$ cat config.mk
export PLATFORM = sky130hd
export DESIGN_NAME = mem_arbiter
export DESIGN_NICKNAME = d
export VERILOG_FILES = /design/src/rtl/mem_arbiter.sv
export SDC_FILE = /design/constraint.sdc
export NUM_CORES = 1
export LEC_CHECK = 0
export CELL_PAD_IN_SITES_DETAIL_PLACEMENT = 0
export CELL_PAD_IN_SITES_GLOBAL_PLACEMENT = 1
export CORE_ASPECT_RATIO = 0.9
export CORE_MARGIN = 2
export CORE_UTILIZATION = 23
export DETAILED_ROUTE_END_ITERATION = 6
export PLACE_DENSITY_LB_ADDON = 0.1
export SYNTH_ARGS = -nofsm -noshare
export SYNTH_HDL_FRONTEND = slang
export SYNTH_SLANG_ARGS = --single-unit
$ cat constraint.sdc
create_clock -name CLK -period 1.5 [get_ports CLK]
set_input_delay 0.3 -clock CLK [delete_from_list [all_inputs] [get_ports CLK]]
set_output_delay 0.3 -clock CLK [all_outputs]
set_load 0.05 [all_outputs]
$ cat src/rtl/mem_arbiter.sv
// -----------------------------------------------------------------------------
// mem_arbiter
//
// Two-requester round-robin arbiter in front of a single-port word memory.
// Runs one transaction at a time as IDLE -> ACCESS -> RESP, so a new access
// can start at most once every three cycles.
//
//   IDLE   : a valid requester is granted through a combinational ready. The
//            request fields and the owner ID are latched on the handshake edge.
//   ACCESS : registered mem_cs/mem_we/address/wdata drive the memory. The
//            memory updates mem_rdata on the falling edge. That value is
//            captured into rsp_rdata at the end of the cycle (reads only).
//   RESP   : the owner gets a one-cycle rsp_valid pulse. There is no
//            back-pressure.
//
// Optional feature (macro MEM_ARB_ADDR_CHECK_EN):
//   A request is flagged bad when addr[1:0] != 0 or addr > 2^ADDR_W-4. A bad
//   request is still accepted but never touches the memory. Its response
//   returns rsp_err=1 and rsp_rdata=0. With the macro undefined, every
//   request reaches memory and rsp_err is tied to 0.
//
// Parameters
//   ADDR_W  byte-address width (default 7)
//   DATA_W  memory word width  (default 32)
//
// Ports
//   CLK, RST                   clock; synchronous active-high reset
//   m0_req_valid/m1_req_valid  requester has a pending access
//   m0_req_ready/m1_req_ready  arbiter accepts that requester this cycle
//   m0_req_we/m1_req_we        1 = write, 0 = read
//   m0_req_addr/m1_req_addr    byte address, forwarded unmodified
//   m0_req_wdata/m1_req_wdata  write data
//   m0_rsp_valid/m1_rsp_valid  one-cycle completion pulse
//   rsp_rdata                  read data, valid with an rsp_valid for a read
//   rsp_err                    error flag, qualified by rsp_valid
//   mem_cs, mem_we             memory chip select / write enable
//   mem_waddr, mem_raddr       memory write / read address
//   mem_wdata                  memory write data
//   mem_rdata                  memory read data (updated on falling CLK)
// -----------------------------------------------------------------------------
module mem_arbiter #(
  parameter int ADDR_W = 7,
  parameter int DATA_W = 32
) (
  input  logic              CLK,
  input  logic              RST,
  // requester 0
  input  logic              m0_req_valid,
  output logic              m0_req_ready,
  input  logic              m0_req_we,
  input  logic [ADDR_W-1:0] m0_req_addr,
  input  logic [DATA_W-1:0] m0_req_wdata,
  output logic              m0_rsp_valid,
  // requester 1
  input  logic              m1_req_valid,
  output logic              m1_req_ready,
  input  logic              m1_req_we,
  input  logic [ADDR_W-1:0] m1_req_addr,
  input  logic [DATA_W-1:0] m1_req_wdata,
  output logic              m1_rsp_valid,
  // shared response
  output logic [DATA_W-1:0] rsp_rdata,
  output logic              rsp_err,
  // memory side
  output logic              mem_cs,
  output logic              mem_we,
  output logic [ADDR_W-1:0] mem_waddr,
  output logic [ADDR_W-1:0] mem_raddr,
  output logic [DATA_W-1:0] mem_wdata,
  input  logic [DATA_W-1:0] mem_rdata
);

  typedef enum logic [1:0] {
    IDLE   = 2'd0,
    ACCESS = 2'd1,
    RESP   = 2'd2
  } state_t;

  state_t state, state_nxt;

  // last_served: 0 = m0 was granted last, 1 = m1 was granted last.
  // Resetting it to 1 makes m0 win the first tie.
  logic last_served;
  logic owner;          // requester of the transaction in flight
  logic lat_we;         // latched request direction (independent of addr check)
  logic req_bad;        // latched address-check result
  logic addr_bad;       // address-check result for the request being granted

  logic              grant_m1;
  logic              handshake;
  logic              sel_we;
  logic [ADDR_W-1:0] sel_addr;
  logic [DATA_W-1:0] sel_wdata;

  // ---------------------------------------------------------------------------
  // Grant selection and request mux
  // ---------------------------------------------------------------------------
  // NOTE: every signal written in always_comb gets a default first, so no
  // path leaves it unassigned and no latch is inferred.
  always_comb begin
    grant_m1  = 1'b0;
    sel_we    = m0_req_we;
    sel_addr  = m0_req_addr;
    sel_wdata = m0_req_wdata;

    if (m0_req_valid && m1_req_valid) begin
      grant_m1 = ~last_served;          // the one not served last wins a tie
    end else begin
      grant_m1 = m1_req_valid;
    end

    if (grant_m1) begin
      sel_we    = m1_req_we;
      sel_addr  = m1_req_addr;
      sel_wdata = m1_req_wdata;
    end
  end

  // Ready only in IDLE and never while RST is high, so reset wins over a
  // simultaneous handshake. grant_m1 makes the two readies mutually exclusive.
  assign m0_req_ready = (state == IDLE) && !RST && m0_req_valid && !grant_m1;
  assign m1_req_ready = (state == IDLE) && !RST && m1_req_valid &&  grant_m1;
  assign handshake    = m0_req_ready || m1_req_ready;

  // Response pulse comes from the state. Gating with RST keeps an abort
  // during RESP from producing a completion.
  assign m0_rsp_valid = (state == RESP) && !RST && (owner == 1'b0);
  assign m1_rsp_valid = (state == RESP) && !RST && (owner == 1'b1);

  // ---------------------------------------------------------------------------
  // Optional address check
  // ---------------------------------------------------------------------------
`ifdef MEM_ARB_ADDR_CHECK_EN
  localparam int unsigned ADDR_MAX = (2 ** ADDR_W) - 4;

  assign addr_bad = (sel_addr[1:0] != 2'b00) || (32'(sel_addr) > ADDR_MAX);

  always_ff @(posedge CLK) begin
    if (RST) begin
      req_bad <= 1'b0;
      rsp_err <= 1'b0;
    end else begin
      if (handshake) begin
        req_bad <= addr_bad;
      end
      if (state == ACCESS) begin
        rsp_err <= req_bad;
      end
    end
  end
`else
  assign addr_bad = 1'b0;
  assign req_bad  = 1'b0;
  assign rsp_err  = 1'b0;
`endif

  // ---------------------------------------------------------------------------
  // FSM
  // ---------------------------------------------------------------------------
  // NOTE: sequential state uses non-blocking assignments only. Every register
  // then updates from pre-edge values, whatever the order of the blocks.
  always_ff @(posedge CLK) begin
    if (RST) begin
      state <= IDLE;
    end else begin
      state <= state_nxt;
    end
  end

  always_comb begin
    state_nxt = state;
    unique case (state)
      IDLE:    if (handshake) state_nxt = ACCESS;
      ACCESS:  state_nxt = RESP;
      RESP:    state_nxt = IDLE;
      default: state_nxt = IDLE;
    endcase
  end

  // ---------------------------------------------------------------------------
  // Datapath: request latch, memory drive, read capture
  // ---------------------------------------------------------------------------
  // mem_cs/mem_we are set on the handshake edge, so they are high exactly
  // during ACCESS. Addresses and wdata keep their last values afterwards.
  always_ff @(posedge CLK) begin
    if (RST) begin
      last_served <= 1'b1;
      owner       <= 1'b0;
      lat_we      <= 1'b0;
      mem_cs      <= 1'b0;
      mem_we      <= 1'b0;
      mem_waddr   <= '0;
      mem_raddr   <= '0;
      mem_wdata   <= '0;
      rsp_rdata   <= '0;
    end else begin
      if (handshake) begin
        owner       <= grant_m1;
        last_served <= grant_m1;
        lat_we      <= sel_we;
        mem_cs      <= !addr_bad;
        mem_we      <= sel_we && !addr_bad;
        mem_waddr   <= sel_addr;
        mem_raddr   <= sel_addr;
        mem_wdata   <= sel_wdata;
      end else if (state == ACCESS) begin
        mem_cs <= 1'b0;
        mem_we <= 1'b0;
        if (req_bad) begin
          rsp_rdata <= '0;
        end else if (!lat_we) begin
          rsp_rdata <= mem_rdata;
        end
      end
    end
  end

endmodule

==> impl_metrics.ini, run 1 <==
[logic_synthesis]
synth_fp_nets = 524
synth_area_per_cell_um2 = 8.03
yosysWarningCount = 0
syn_area_um2 = 3280
synthCells = 408
ys_ff_latch = 78
synth_cell_type_count = 27
ys_seq_area_frac = 0.476

[sta]
fin_tns_setup_ns = -2.87
fin_crit_sh = 1.22
finalSetupViolCount = 29
maxClockFrequency_mhz = 546
finalWorstSetupSlack_ns = -0.331
rsz0062_at_grt = yes
period_needed_ns = 1.83
finClkSkew_ns = 0.00534
max_slew_margin = 0.517
drv_slew = 0
timing.final.hold_violations = 0
max_slew.worst_pin.slew_ns = 0.725

[worst_setup_path]
arrival_ns = 1.53
cp-start-kind = flop
crit_chain = or3_4, nor3_4, buf_12, buf_12
cp-end-kind = output pin
critPathMaxFanout = 2
crit_top_cell = buf_12
required_ns = 1.20
slowest_stage = or3_4
critical-path-max-stage-delay_ns = 0.40
startpoint = state[1]
regToRegStartpoint = state[1]
crit_type = flop to output pin

[route]
detail_route.vias_per_cell = 4.64
drtIter0Drc = 141
num_vias = 3683
drt.antenna.violating_nets = 0
drt-total-wl_mm = 13.2
drc = 0
drt-pass1-iter-count = 4
post_drt_wl_per_cell_um = 16.6

[placement]
dpl.hpwl_mm = 8.84
placed_cells = 770
dpl_cell_area_um2 = 6410
routabilityCongestion = 0.755
port_buffers = 199

[die]
die_h_um = 117
core_area_um2 = 14000
die_w_um = 130
start_util = 0.235
num_io_pins = 201
dieArea_um2 = 15200
rows = 41

[pwr]
power.density_nw_per_um2 = 1030
ir_drop_uv = 649
power_leakage_uw = 0.00276
finalPower_uw = 7530

[cells_and_area]
final_common_cell = clkdlybuf4s50_1
area_growth_pct = 122
finalNonFillerCells = 793
drive_above_1_share = 0.283
layout_common_cells = 112 x clkdlybuf4s50_1, 95 x buf_12, 77 x dfxtp_1, 74 x a21oi_1, 65 x nand2_1
diodes = 0
finalInstanceArea_um2 = 7280
fin_nets = 712

[run_status]
violations = negative setup slack
status = finished, violations left

[clock_tree]
cts_tree = done
root_buffer = clkbuf_16
cts_buffers = 9
cts.clk_slew.worst_paths_ns = 0.06
cts_buffer_depth = 2
ctsHtreeMaxLevel = 3
numClockSinks = 78
clk-insertion-delay-late_ns = 0.34

[worst_hold_path]
hold_class = input pin to flop
hold_start = m0_req_valid

[global_route]
grt_max_degree = 42
antenna_found_initial = 0
grt_pass1_vias = 3573
grt_usage = 0.163
grt_pass1_wl_mm = 19.0
grt_overflow = 0

[run]
cap_violations = 0
## stage by stage
stage	util	hold WS [ns]	setup slack, ns
after floorplan	-	0.426	-0.0629
after global placement	0.460	0.479	-0.342
after detailed placement	0.460	0.485	-0.503
after CTS	0.488	0.484	-0.380
after global routing	0.522	0.355	-0.374
final	0.522	0.353	-0.331
## power by group
part	leakage [uW]	total [uW]	switching, uW	internal (uW)
Sequential	0.000645	2500	228	2270
Combinational	0.00198	2880	1430	1450
Clock	0.000141	2150	835	1320
## routing by layer
layer | part of all wire | vias up | GRT usage
li1 | - | 1787 | -
met1 | 0.41 | 1741 | 0.198
met2 | 0.48 | 139 | 0.257
met3 | 0.098 | 16 | 0.0791
met4 | 0.016 | 0 | 0.0480
met5 | 0 | - | 0
## worst max-delay path: cells and delay by family (launching register included)
family | cells | cell delay [ns]
buffers and inverters | 2 | 0.28
AND/OR/NAND/NOR | 2 | 0.60
flip-flops | 1 | 0.32
## final cells by class
| type | count | area, um^2 |
|---|---|---|
| Fill cell | 1222 | 6670 |
| Timing Repair Buffer | 225 | 3260 |
| Multi-Input combinational cell | 241 | 1770 |
| Sequential cell | 78 | 1560 |
| Clock buffer | 11 | 243 |
| Tap cell | 193 | 241 |
| Inverter | 41 | 154 |
| Clock inverter | 4 | 47.5 |
## cells by family after synthesis
family	synth area share
and+or+nand+nor	0.166
AOI/OAI and AO/OA	0.237
buffers and inverters	0.119
DFF	0.476
other	0.00114
## cell usage after synthesis
master	instances	share of area
a211oi_1	1	0.0023
buf_2	22	0.034
conb_1	1	0.0011
or2_2	1	0.0019
clkbuf_1	18	0.021
a221o_1	1	0.0031
o221a_2	1	0.0034
or3b_2	2	0.0053
o21a_1	1	0.0023
dfxtp_1	78	0.48
nor3_1	39	0.060
nor4bb_1	1	0.0031
nor3b_1	2	0.0046
nor3_2	1	0.0031
or3_1	2	0.0038
nand2_1	65	0.074
a21bo_2	1	0.0031
nor2_1	4	0.0046
o32a_1	1	0.0031
nor2b_1	1	0.0019
o32ai_1	1	0.0027
buf_4	8	0.018
nor2_2	1	0.0019
nor4_1	1	0.0019
inv_1	41	0.047
a2111oi_0	39	0.10
a21oi_1	74	0.11
## path summary, 6_finish.rpt
check                  end  slack (ns)  cells after the start
min reg2reg  rsp_rdata[10]        0.49                      2
max           m0_req_ready       -0.33                      4
max reg2reg  mem_wdata[25]       -0.11                      6
min               state[0]        0.35                      3
## flip-flops by register name, indices dropped and copies added, names as in the netlist
name,count
mem_wdata,32
rsp_rdata,32
mem_raddr,7
state,2
last_served,1
lat_we,1
mem_cs,1
mem_we,1
owner,1
## repair_timing
item / in CTS / in global routing
endpoints found under the setup margin: 43 / 74
gates cloned: 1 / 3
hold buffers: 0 / 0
buffers inserted: 2 / 3
pin swaps: 3 / 16
gates resized for setup: 23 / 82
Power figures use the tool's default switching activity.
==> run 2: changes to the inputs <==
--- a/config.mk
+++ b/config.mk
@@ -11,6 +11,7 @@
 export CORE_MARGIN = 2
 export CORE_UTILIZATION = 23
 export DETAILED_ROUTE_END_ITERATION = 6
+export GPL_TIMING_DRIVEN = 0
 export PLACE_DENSITY_LB_ADDON = 0.1
 export SYNTH_ARGS = -nofsm -noshare
 export SYNTH_HDL_FRONTEND = slang
==> impl_metrics.ini, run 2 (synthesis results as in run 1) <==
[pwr]
power.density_nw_per_um2 = 1030
internal_power_uw = 4670
clkPwrFrac = 0.296
net-switching-power_uw = 2490
p_seq_frac = 0.336
switching_share = 0.348
ir_drop_uv = 513
power_leakage_uw = 0.00274
comb_power_share = 0.368

[worst_setup_path]
required_ns = 1.20
cp-start-kind = flop
crit_top_cell = buf_8
critPathMaxFanout = 2
crit_chain = or3_4, buf_12, buf_8, nor2_4, buf_8
ff2ff_setup_slack_ns = -0.22
crit_type = flop to output pin
critical-path-max-stage-delay_ns = 0.42
slowest_stage = or3_4
arrival_ns = 1.59
cp-end-kind = output pin

[sta]
rsz0062_at_grt = yes
drv_slew = 0
finalWorstSetupSlack_ns = -0.394
maxClockFrequency_mhz = 528
fin_crit_sh = 1.26
max_slew.worst_pin.slew_ns = 0.792
finalSetupViolCount = 73
period_needed_ns = 1.89
max_slew_margin = 0.472
finClkSkew_ns = 0.00521
timing.final.hold_violations = 0

[global_route]
grt_usage = 0.171
antenna_found_initial = 0
grt_max_degree = 12
grt_pass1_wl_mm = 20.0
grt_overflow = 0
grt_pass1_vias = 3801

[die]
dieArea_um2 = 15200
die_h_um = 117
core_area_um2 = 14000
rows = 41
die_w_um = 130
num_io_pins = 201
start_util = 0.235

[cells_and_area]
postLayoutCoreUtil = 0.499
finalNonFillerCells = 835
final-seq-area_um2 = 1560
multi_input_area_um2 = 2090
drive_above_1_share = 0.428
diodes = 0
layout_common_cells = 114 x clkdlybuf4s50_1, 76 x dfxtp_1, 54 x a21oi_1, 52 x nand2_1, 41 x inv_1
biggestRegsByFlops = mem_wdata x32, rsp_rdata x32, mem_raddr x7
final_common_cell = clkdlybuf4s50_1
area_growth_pct = 112
fin_nets = 756
n_fill_cell = 1339

[clock_tree]
cts_tree = done
numClockSinks = 78
cts_buffer_depth = 2
cts_buffers = 9
ctsHtreeMaxLevel = 3
clk-insertion-delay-late_ns = 0.34
root_buffer = clkbuf_16
cts.clk_slew.worst_paths_ns = 0.06

[placement]
placed_cells = 800
port_buffers = 199
dpl.hpwl_mm = 8.92
routabilityCongestion = 0.689

[run_status]
status = finished, violations left
violations = negative setup slack

[route]
drt.antenna.violating_nets = 0
drc = 0
detail_route.vias_per_cell = 4.54
num_vias = 3789
drt-pass1-iter-count = 4
drtIter0Drc = 155
post_drt_wl_per_cell_um = 16.0
drt-total-wl_mm = 13.4

[run]
cap_violations = 0

[worst_hold_path]
hold_class = flop to flop
[run 2: what timing repair did]
action	4_1_cts	5_1_grt
endpoints found under the setup margin	156	118
buffers inserted	12	8
gates cloned	4	4
pin swaps	28	53
resized for setup	357	192
hold buffers	0	0
[run 2: path summary, 6_finish.rpt]
| path | start | endpoint | depth (start not counted) |
|---|---|---|---|
| min reg2reg | rsp_rdata[3] | rsp_rdata[3] | 2 |
| max reg2reg | state[0] | mem_wdata[15] | 8 |
| max | state[0] | m1_req_ready | 5 |
| min | rsp_rdata[3] | rsp_rdata[3] | 2 |
[run 2: area by class of cell]
class / count / area share
multi-input cells: 241 / 0.300
repair buffers: 226 / 0.319
clock inverters: 2 / 0.00503
flip-flops and latches: 78 / 0.225
clock buffers: 11 / 0.0349
well taps: 193 / 0.0347
plain buffers: 43 / 0.0601
inverters: 41 / 0.0221
[run 2: layer usage]
layer,GRT usage,up-vias,part of all wire
met5,0,-,0
met4,0.0667,0,0.020
li1,-,1875,-
met1,0.209,1772,0.43
met2,0.274,127,0.47
met3,0.0645,15,0.085
[run 2: critical path: cells and delay by family (launching register included)]
family | cells | cell delay, ns
simple gates | 2 | 0.52
buf+inv | 3 | 0.40
flops | 1 | 0.33
[run 2: per-stage QoR]
step | total power (uW) | area [um^2] | hold WS (ns) | TNS [ns] | worst slack (ns)
CTS | 6970 | 6550 | 0.456 | -12.15 | -0.522
global placement | 4550 | 5580 | 0.442 | -55.29 | -1.53
global route | 7500 | 6960 | 0.472 | -15.81 | -0.444
finish | 7160 | 6960 | 0.452 | -9.42 | -0.394
floorplan | 3670 | 3350 | 0.426 | -0.139 | -0.0629
detailed placement | 4560 | 5580 | 0.447 | -59.08 | -1.56
[run 2: power groups by stage]
| stage | clock network (uW) | registers [uW] | logic, uW |
|---|---|---|---|
| CTS | 2220 | 2390 | 2370 |
| global route | 2280 | 2430 | 2790 |
| finish | 2120 | 2400 | 2640 |
| floorplan | 0 | 3050 | 616 |
| global placement | 0 | 2420 | 2130 |
| detailed placement | 0 | 2420 | 2140 |
==> run 3: changes to the inputs <==
--- a/config.mk
+++ b/config.mk
@@ -13,6 +13,7 @@
 export DETAILED_ROUTE_END_ITERATION = 6
 export GPL_TIMING_DRIVEN = 0
 export PLACE_DENSITY_LB_ADDON = 0.1
+export RECOVER_POWER = 50
 export SYNTH_ARGS = -nofsm -noshare
 export SYNTH_HDL_FRONTEND = slang
 export SYNTH_SLANG_ARGS = --single-unit
==> results of run 3 <==
Final layout, timing and power as in run 2 (identical DEF).
